File: config.mk
export PLATFORM = sky130hd
export DESIGN_NAME = serial_ascii_b64_flat
export DESIGN_NICKNAME = d
export VERILOG_FILES = /design/src/rtl/serial_ascii_b64_if.sv /design/src/rtl/serial_ascii_b64.sv /design/src/flat_wrapper.sv
export SDC_FILE = /design/constraint.sdc
export NUM_CORES = 1
export LEC_CHECK = 0
export BUFFER_PORTS_ARGS = -buffer_cell sky130_fd_sc_hd__buf_2
export CORE_UTILIZATION = 59
export CTS_CLUSTER_SIZE = 20
export DETAILED_ROUTE_END_ITERATION = 7
export PLACE_DENSITY_LB_ADDON = 0.25
export SLEW_MARGIN = 40
export SYNTH_ARGS = -nofsm -noshare
export SYNTH_HDL_FRONTEND = slang
export SYNTH_SLANG_ARGS = --single-unit
File: constraint.sdc
create_clock -name clk -period 7 [get_ports clk]
set_clock_uncertainty 0.05 [all_clocks]
set_input_delay 0.7 -clock clk [delete_from_list [all_inputs] [get_ports clk]]
set_output_delay 0.7 -clock clk [all_outputs]
set_load 0.01 [all_outputs]
File: src/rtl/serial_ascii_b64_if.sv
// Bus between a serial ASCII bit source and the Base64 assembler: stream bit,
// its position and length in, assembled character / sextet / Base64 glyph out.
interface serial_ascii_b64_if #(
  parameter int IDX_W = 10
);
  logic             bit_in;
  logic [IDX_W-1:0] index;
  logic [IDX_W-1:0] len;
  logic [6:0]       ascii;
  logic [6:0]       bas;
  logic [5:0]       out;

  modport master (output bit_in, output index, output len,
                  input  ascii,  input  bas,   input  out);
  modport slave  (input  bit_in, input  index, input  len,
                  output ascii,  output bas,   output out);
endinterface

File: src/rtl/serial_ascii_b64.sv
// Serial MSB-first 7-bit ASCII assembler with a parallel Base64 sextet encoder.
// Define B64_URLSAFE_EN to emit '-' and '_' for codes 62/63 instead of '+' and '/'.
module serial_ascii_b64 #(
   parameter int IDX_W = 10
) (
   input  logic               clk,
   input  logic               rst,
   serial_ascii_b64_if.slave  bus
);
   localparam int CHAR_W = 7;
   localparam int SEXT_W = 6;

   typedef enum logic {S_RUN, S_DONE} state_t;
   state_t state, state_nxt;

   logic [IDX_W-1:0]  index, len;
   logic              accept, last;
   logic [CHAR_W-2:0] char_sr;
   logic [2:0]        cnt7;
   logic [SEXT_W-2:0] sext_sr;
   logic [2:0]        cnt6;
   logic [SEXT_W-1:0] sext_cur, sext_val;
   logic [CHAR_W-1:0] ascii_q, bas_q;
   logic [SEXT_W-1:0] out_q;

   function automatic logic [6:0] b64_map(input logic [5:0] v);
      if (v < 6'd26)      return 7'h41 + 7'(v);
      else if (v < 6'd52) return 7'h61 + 7'(v - 6'd26);
      else if (v < 6'd62) return 7'h30 + 7'(v - 6'd52);
`ifdef B64_URLSAFE_EN
      else if (v == 6'd62) return 7'h2D;
      else                 return 7'h5F;
`else
      else if (v == 6'd62) return 7'h2B;
      else                 return 7'h2F;
`endif
   endfunction

   assign index  = bus.index;
   assign len    = bus.len;
   assign accept = (state == S_RUN) && (index < len);
   assign last   = accept && (index == '0);

   // Only the low cnt6+1 bits of sext_cur are this sextet's; shifting
   // left-justifies them and pushes stale upper bits out.
   assign sext_cur = {sext_sr, bus.bit_in};
   assign sext_val = sext_cur << (3'd5 - cnt6);

   always_ff @(posedge clk) begin
      if (rst) state <= S_RUN;
      else     state <= state_nxt;
   end

   always_comb begin
      state_nxt = state;
      if (last) state_nxt = S_DONE;
   end

   always_ff @(posedge clk) begin
      if (rst) begin
         char_sr <= '0;
         cnt7    <= '0;
         sext_sr <= '0;
         cnt6    <= '0;
         ascii_q <= '0;
         bas_q   <= '0;
         out_q   <= '0;
      end else if (accept) begin
         char_sr <= {char_sr[CHAR_W-3:0], bus.bit_in};
         if (cnt7 == 3'd6) begin
            ascii_q <= {char_sr, bus.bit_in};
            cnt7    <= '0;
         end else begin
            cnt7 <= cnt7 + 3'd1;
         end

         sext_sr <= sext_cur[SEXT_W-2:0];
         cnt6    <= (cnt6 == 3'd5) ? 3'd0 : cnt6 + 3'd1;
         if (cnt6 == 3'd5 || last) begin
            out_q <= sext_val;
            bas_q <= b64_map(sext_val);
         end
      end
   end

   assign bus.ascii = ascii_q;
   assign bus.bas   = bas_q;
   assign bus.out   = out_q;
endmodule

File: src/flat_wrapper.sv
// flat-port wrapper written by rule: the top's interface ports become plain ports
module serial_ascii_b64_flat 
#(
   parameter int IDX_W = 10
)
  (clk, rst, bus_bit_in, bus_index, bus_len, bus_ascii, bus_bas, bus_out);
  serial_ascii_b64_if #(.IDX_W(IDX_W)) bus_i ();
  input  logic clk;
  input  logic rst;
  input wire logic [$bits(bus_i.bit_in)-1:0] bus_bit_in;
  input wire logic [$bits(bus_i.index)-1:0] bus_index;
  input wire logic [$bits(bus_i.len)-1:0] bus_len;
  output wire logic [$bits(bus_i.ascii)-1:0] bus_ascii;
  output wire logic [$bits(bus_i.bas)-1:0] bus_bas;
  output wire logic [$bits(bus_i.out)-1:0] bus_out;
  assign bus_i.bit_in = bus_bit_in;
  assign bus_i.index = bus_index;
  assign bus_i.len = bus_len;
  assign bus_ascii = bus_i.ascii;
  assign bus_bas = bus_i.bas;
  assign bus_out = bus_i.out;
  serial_ascii_b64 #(.IDX_W(IDX_W)) u_core (.clk(clk), .rst(rst), .bus(bus_i));
endmodule
# Word level (Yosys, flattened, before mapping)
# Cells that the tools add are included.
dict set report classes {
  addsub 8
  order_cmp 4
  n_eq_ne 3
  shift 1
  muxes 6
  bitwise 1
  reduce_logical 6
}
# op n
set ops {}
lappend ops {{7-bit 2-to-1 mux} 3}
lappend ops {{6-bit less-than comparator (second input constant)} 2}
lappend ops {{10-bit zero test} 1}
lappend ops {{10-bit less-than comparator} 1}
lappend ops {{3-bit 2-to-1 mux} 3}
lappend ops {{6-bit by 7-bit adder with 7-bit output (first input constant)} 1}
lappend ops {{7-bit by 6-bit adder with 7-bit output (first input constant)} 1}
lappend ops {{7-bit adder (first input constant)} 1}
lappend ops {{6-bit by 5-bit subtractor with 7-bit output (second input constant)} 1}
lappend ops {{6-bit by 6-bit subtractor with 7-bit output (second input constant)} 1}
lappend ops {{3-bit by 1-bit adder with 3-bit output (second input constant)} 2}
lappend ops {{3-bit == test (second input constant)} 2}
lappend ops {{6-bit == test (second input constant)} 1}
lappend ops {{6-bit by 5-bit less-than comparator with 1-bit output (second input constant)} 1}
lappend ops {{6-bit by 3-bit left shift with 6-bit output} 1}
lappend ops {{2-bit AND reduction} 2}
lappend ops {{3-bit subtractor (first input constant)} 1}
lappend ops {{1-bit logical AND} 2}
lappend ops {{1-bit logical OR} 1}
lappend ops {{1-bit inverter} 1}
dict set report word_totals {
  ff_bits 38
}

# Longest topological paths before layout
dict set report logic_depth {
  word_depth 7
  depth_mapped 14
  mapped_depth_nobuf 11
}

# Worst setup path after synthesis
# Ideal clock, no wire load.
dict set report synth_path {
  path_type {input to register}
  start {input bus_bit_in}
  end {register u_core.bas_q[4] (netlist: u_core.bus.bas[4])}
  arrival_time_ns 3.032
  required_ns 6.859
  slack_ns 3.827
  cell_stages 12
  path_cell_list {clkbuf_2 -> mux2_2 -> mux2_2 -> nand2b_1 -> clkbuf_1 -> inv_1 -> ha_1 -> a31oi_1 -> or3_1 -> a31oi_1 -> or2_2 -> a311oi_1}
}
dict set report synth_via {
  elab_chain_cells 6
  elab_cells_between_ends 12
}
# element line
set synth_rtl {}
lappend synth_rtl {{from (decl)} flat_wrapper.sv:10} ;# input wire logic [$bits(bus_i.bit_in)-1:0] bus_bit_in;
lappend synth_rtl {{6-bit by 3-bit left shift with 6-bit output *} serial_ascii_b64.sv:47} ;# assign sext_val = sext_cur << (3'd5 - cnt6);
lappend synth_rtl {{named net u_core.sext_val[3]} serial_ascii_b64.sv:22} ;# logic [SEXT_W-1:0] sext_cur, sext_val;
lappend synth_rtl {{6-bit by 6-bit subtractor with 7-bit output} serial_ascii_b64.sv:29} ;# else if (v < 6'd62) return 7'h30 + 7'(v - 6'd52);
lappend synth_rtl {{6-bit by 7-bit adder with 7-bit output} serial_ascii_b64.sv:29}
lappend synth_rtl {{7-bit 2-to-1 mux} serial_ascii_b64.sv:29}
lappend synth_rtl {{7-bit 2-to-1 mux} serial_ascii_b64.sv:28} ;# else if (v < 6'd52) return 7'h61 + 7'(v - 6'd26);
lappend synth_rtl {{7-bit 2-to-1 mux *} serial_ascii_b64.sv:27} ;# if (v < 6'd26) return 7'h41 + 7'(v);
lappend synth_rtl {{to (signal assigned)} serial_ascii_b64.sv:81} ;# bas_q <= b64_map(sext_val);
lappend synth_rtl {{to (decl)} serial_ascii_b64.sv:23} ;# logic [CHAR_W-1:0] ascii_q, bas_q;
# The timed path passes the listed nets; every way through them passes the cells marked *.
# A chain may end at the register's enable or synchronous reset.

# Worst setup path in the final report
dict set report layout_path {
  start {register u_core.cnt6[1]}
  end {register u_core.bas_q[4] (netlist: u_core.bus.bas[4])}
}
dict set report layout_via {
  elab_chain_cells 7
  elab_cells_between_ends 16
}
# element line
set layout_rtl {}
lappend layout_rtl {{from (decl)} serial_ascii_b64.sv:21} ;# logic [2:0] cnt6;
lappend layout_rtl {{from (signal assigned)} serial_ascii_b64.sv:78} ;# cnt6 <= (cnt6 == 3'd5) ? 3'd0 : cnt6 + 3'd1;
lappend layout_rtl {{3-bit subtractor *} serial_ascii_b64.sv:47}
lappend layout_rtl {{6-bit by 3-bit left shift with 6-bit output *} serial_ascii_b64.sv:47}
lappend layout_rtl {{named net u_core.sext_val[3]} serial_ascii_b64.sv:22}
lappend layout_rtl {{6-bit by 6-bit subtractor with 7-bit output} serial_ascii_b64.sv:29}
lappend layout_rtl {{6-bit by 7-bit adder with 7-bit output} serial_ascii_b64.sv:29}
lappend layout_rtl {{7-bit 2-to-1 mux} serial_ascii_b64.sv:29}
lappend layout_rtl {{7-bit 2-to-1 mux} serial_ascii_b64.sv:28}
lappend layout_rtl {{7-bit 2-to-1 mux *} serial_ascii_b64.sv:27}
# Marks and branches as above.

==> impl_results.md <==
* Run status: complete, no violations
* Hold Path Stages at 2
* Max-cap violation count at 0
* Vias per Instance at 5.634
* Global-route wire length before repair at 7659 um
* Initial antenna violation count at 0
* Most frequent cells in the layout: 42 x buf_2, 36 x nor2_1, 33 x dfxtp_1
* Register area share after synthesis at 30.28%
* Setup-failing EPs final at 0
* Number of antenna cells inserted at 0
* Asr flop ratio synth at 0%
* Clock tree root driver cell: clkbuf_8
* End point of the most critical hold path: u_core.state
* CP arrival at 3.63 ns
* Rows at 21
* Antenna Violating Nets Remaining at 0
* RSZ-0062 raised after global routing: no
* Crit Path Class: flip-flop to flip-flop
* Share of the core filled with cells at 71.65%
* Start point of the worst hold path: u_core.state
* Type of destination of the critical path: flip-flop
* Critical path peak fanout at 17
* Area growth from synthesis to layout at 13.02%
* Final Max Slew Viols at 0
* Fin nets at 326
* DIE WIDTH at 62.82 um
* Final Cell Area at 2466 um^2
* Sinks on Clock Net at 33
* Worst r2r dst: u_core.bus.bas[4]
* CORE AREA at 3442 um^2
* Seq cells post-synth at 33
* Fillcell total at 290
* Number of cells produced by synthesis at 253
* Multiplexer fraction of the synthesized cell area at 14.11%
* Total global-route track usage at 24.53%
* Post-detailed-placement cell area at 2365 um^2
* Length in cells of the worst reg-to-reg path at 10
* Gr ovfl total at 0
* Synthesized-area fraction occupied by and/or/nand/nor cells at 17.26%
* Vertical die dimension at 62.82 um
* Worst slew pin tran at 0.7099 ns
* Peak ir drop on the vdd network at 0.0001462 V
* Post-synthesis cell type count at 50
* Boundary Pins at 43
* Highest clock rate at 282.6 MHz
* Post-Synthesis Cell Area at 2182 um^2
* Number of enable flip-flop cells after synthesis at 0
* Mapped Avg Cell Area at 8.625 um^2
* Count of input and output buffers at 42
* Vias at 1876
* Total die area at 3946 um^2
* Top_reg_cell synth: dfxtp_1
* Worst hold-check path type: flip-flop to flip-flop
* Post-synthesis share of cell area spent on xor and xnor gates at 1.606%
* Router iterations before antenna repair at 4
* Worst endpoint required time at 7.09 ns
* Resized Gates After CTS at 0
* Buffers from clock root to sink, at most at 2
* Arithmetic-cell share of the synthesized area counting full adders, half adders and majority gates at 9.748%
* Final GP Congestion at 0.9352
* Post-CTS Setup Repair Bufs at 0
* Most common cell after layout, fill and taps aside: buf_2
* Pin count of the biggest net entering global routing at 34
* Fraction of the mapped netlist area in compound gates at 19.44%
* Initial core utilization at 63.40%
* Combinational family with the most area after synthesis: compound AO/OA/AOI/OAI gates
* Slew margin rel. at 52.67%
* Average wire per cell in the routed design at 13.66 um
* DPL Wire Length at 3300 um
* 1st-iter DRT viols at 77
* Post-CTS clock slew at the launch and capture registers of the worst setup and hold paths at 0.07 ns
* Level count of the clock H-tree at 2
* Synth Net Count at 293
* Number of global-route vias before repair at 1690
* Clock insertion delay at the later pin of the skew report at 0.29 ns
* Part of the cycle the worst path needs at 50.55%
* Power per Cell Area at 188.3 nW/um^2
* Final count of hold timing violations at 0
* Post-detailed-routing wire length at 4549 um
* Hold buffer count at CTS at 0
* R2r setup slk at 3.46 ns
* CTS tree: done
* Number of synthesis warnings at 0
* Origin of the critical flop-to-flop path: u_core.cnt6[1]
* DRC errors left at 0
* Total CTS buffers at 5
* Total negative slack for setup checks at 0 ns
* Layout cell share with drive strength beyond 1 at 23.00%
* Worst Setup Start Kind: flip-flop
* Final period demand of the worst path at 3.539 ns
* Leakage power of the design at 1.071 nW
==> per-stage QoR <==
stage / setup WS (ns) / instances / hold slack, ns / total power, mW
2_1_floorplan: 3.827 / 253 / 0.3879 / 0.2933
3_3_place_gp: 3.622 / 325 / 0.4041 / 0.3098
3_5_place_dp: 3.562 / 325 / 0.4088 / 0.3104
4_1_cts: 3.516 / 333 / 0.4261 / 0.4643
5_1_grt: 3.189 / 333 / 0.4724 / 0.4882
6_report: 3.461 / 333 / 0.4335 / 0.4644
==> critical path, cell delays in order (launching register included) <==
cell and delay, ns:
dfxtp_1 0.65, inv_1 0.13, ha_1 0.47, nand2b_1 0.32
inv_1 0.19, ha_1 0.33, a31oi_1 0.14, or3_1 0.48
and2_1 0.22, a221oi_1 0.28, a311oi_1 0.13
==> how the worst max path moves through the flow <==
stage | slack [ns] | cells past startpoint | end | start
2_1_floorplan | 3.83 | 12 | u_core.bus.bas[4] | bus_bit_in
3_3_place_gp | 3.62 | 11 | u_core.bus.bas[4] | bus_bit_in
3_5_place_dp | 3.56 | 10 | u_core.bus.bas[4] | u_core.cnt6[1]
4_1_cts | 3.52 | 10 | u_core.bus.bas[4] | u_core.cnt6[1]
5_1_grt | 3.19 | 10 | u_core.bus.bas[2] | u_core.cnt6[1]
6_report | 3.46 | 10 | u_core.bus.bas[4] | u_core.cnt6[1]
==> layout make-up <==
type / instances / area (um^2) / area share [%]
tap: 46 / 57.56 / 2.334
clock inverter: 1 / 5.005 / 0.2029
timing repair buffer: 43 / 217.7 / 8.828
inverter: 18 / 67.56 / 2.740
clock buffer: 7 / 96.34 / 3.907
sequential: 33 / 660.6 / 26.79
multi-input combinational: 185 / 1361 / 55.20
==> sequential cells by signal (all words and copies together), names as in the netlist <==
signal and cells:
u_core.state 1, u_core.cnt7 3, u_core.bus.ascii 7, u_core.sext_sr 4, u_core.bus.bas 7, u_core.cnt6 3
u_core.char_sr 2, u_core.bus.out 6
==> cell usage after synthesis (2+ instances only) <==
cell type  number  area share [%]
mux2_2          6             3.1
nor2b_1         2            0.57
inv_1          18             3.1
or2_2           2            0.57
a211oi_1        7             2.4
a22oi_1         2            0.69
and2_1          3            0.86
a311oi_1        4             1.6
nor2_1         36             6.2
buf_6           3             1.5
nor3_1          2            0.46
o21ai_0         7             1.6
nand3_1         3            0.69
a21oi_1        15             3.4
nand2b_1        4             1.1
ha_1           17             9.7
o221a_2         2             1.0
nand4b_1        4             1.6
mux2i_1        24              11
o31ai_1         4             1.4
clkbuf_1        6             1.0
a31oi_1         3            0.86
xnor2_1         4             1.6
buf_2           3            0.69
dfxtp_1        33              30
nand2_1         8             1.4
a21o_1          3             1.0
or3_1           2            0.57
clkbuf_2        3            0.69
or4_1           2            0.69
and3_1          2            0.57
==> where the power goes <==
group          leakage (nW)  switching (mW)  internal (mW)  total (mW)
Combinational         0.749          0.0565         0.0441       0.101
Sequential            0.267          0.0141          0.193       0.207
Clock                0.0542          0.0676         0.0888       0.156
==> layer usage <==
metal	GRT usage, %	wire [um]	share of wire, %
met1	31.02	2224	49
met2	40.63	2054	45
met3	5.474	226	5.0
met4	8.721	43	0.95
met5	0	0	0
==> cell families after synthesis <==
family          Yosys count
simple gates             75
buf+inv                  35
flops                    33
fa+ha+maj                17
compound gates           59
mux                      30
xor+xnor                  4
No activity file was read; power rests on OpenSTA's default activity.
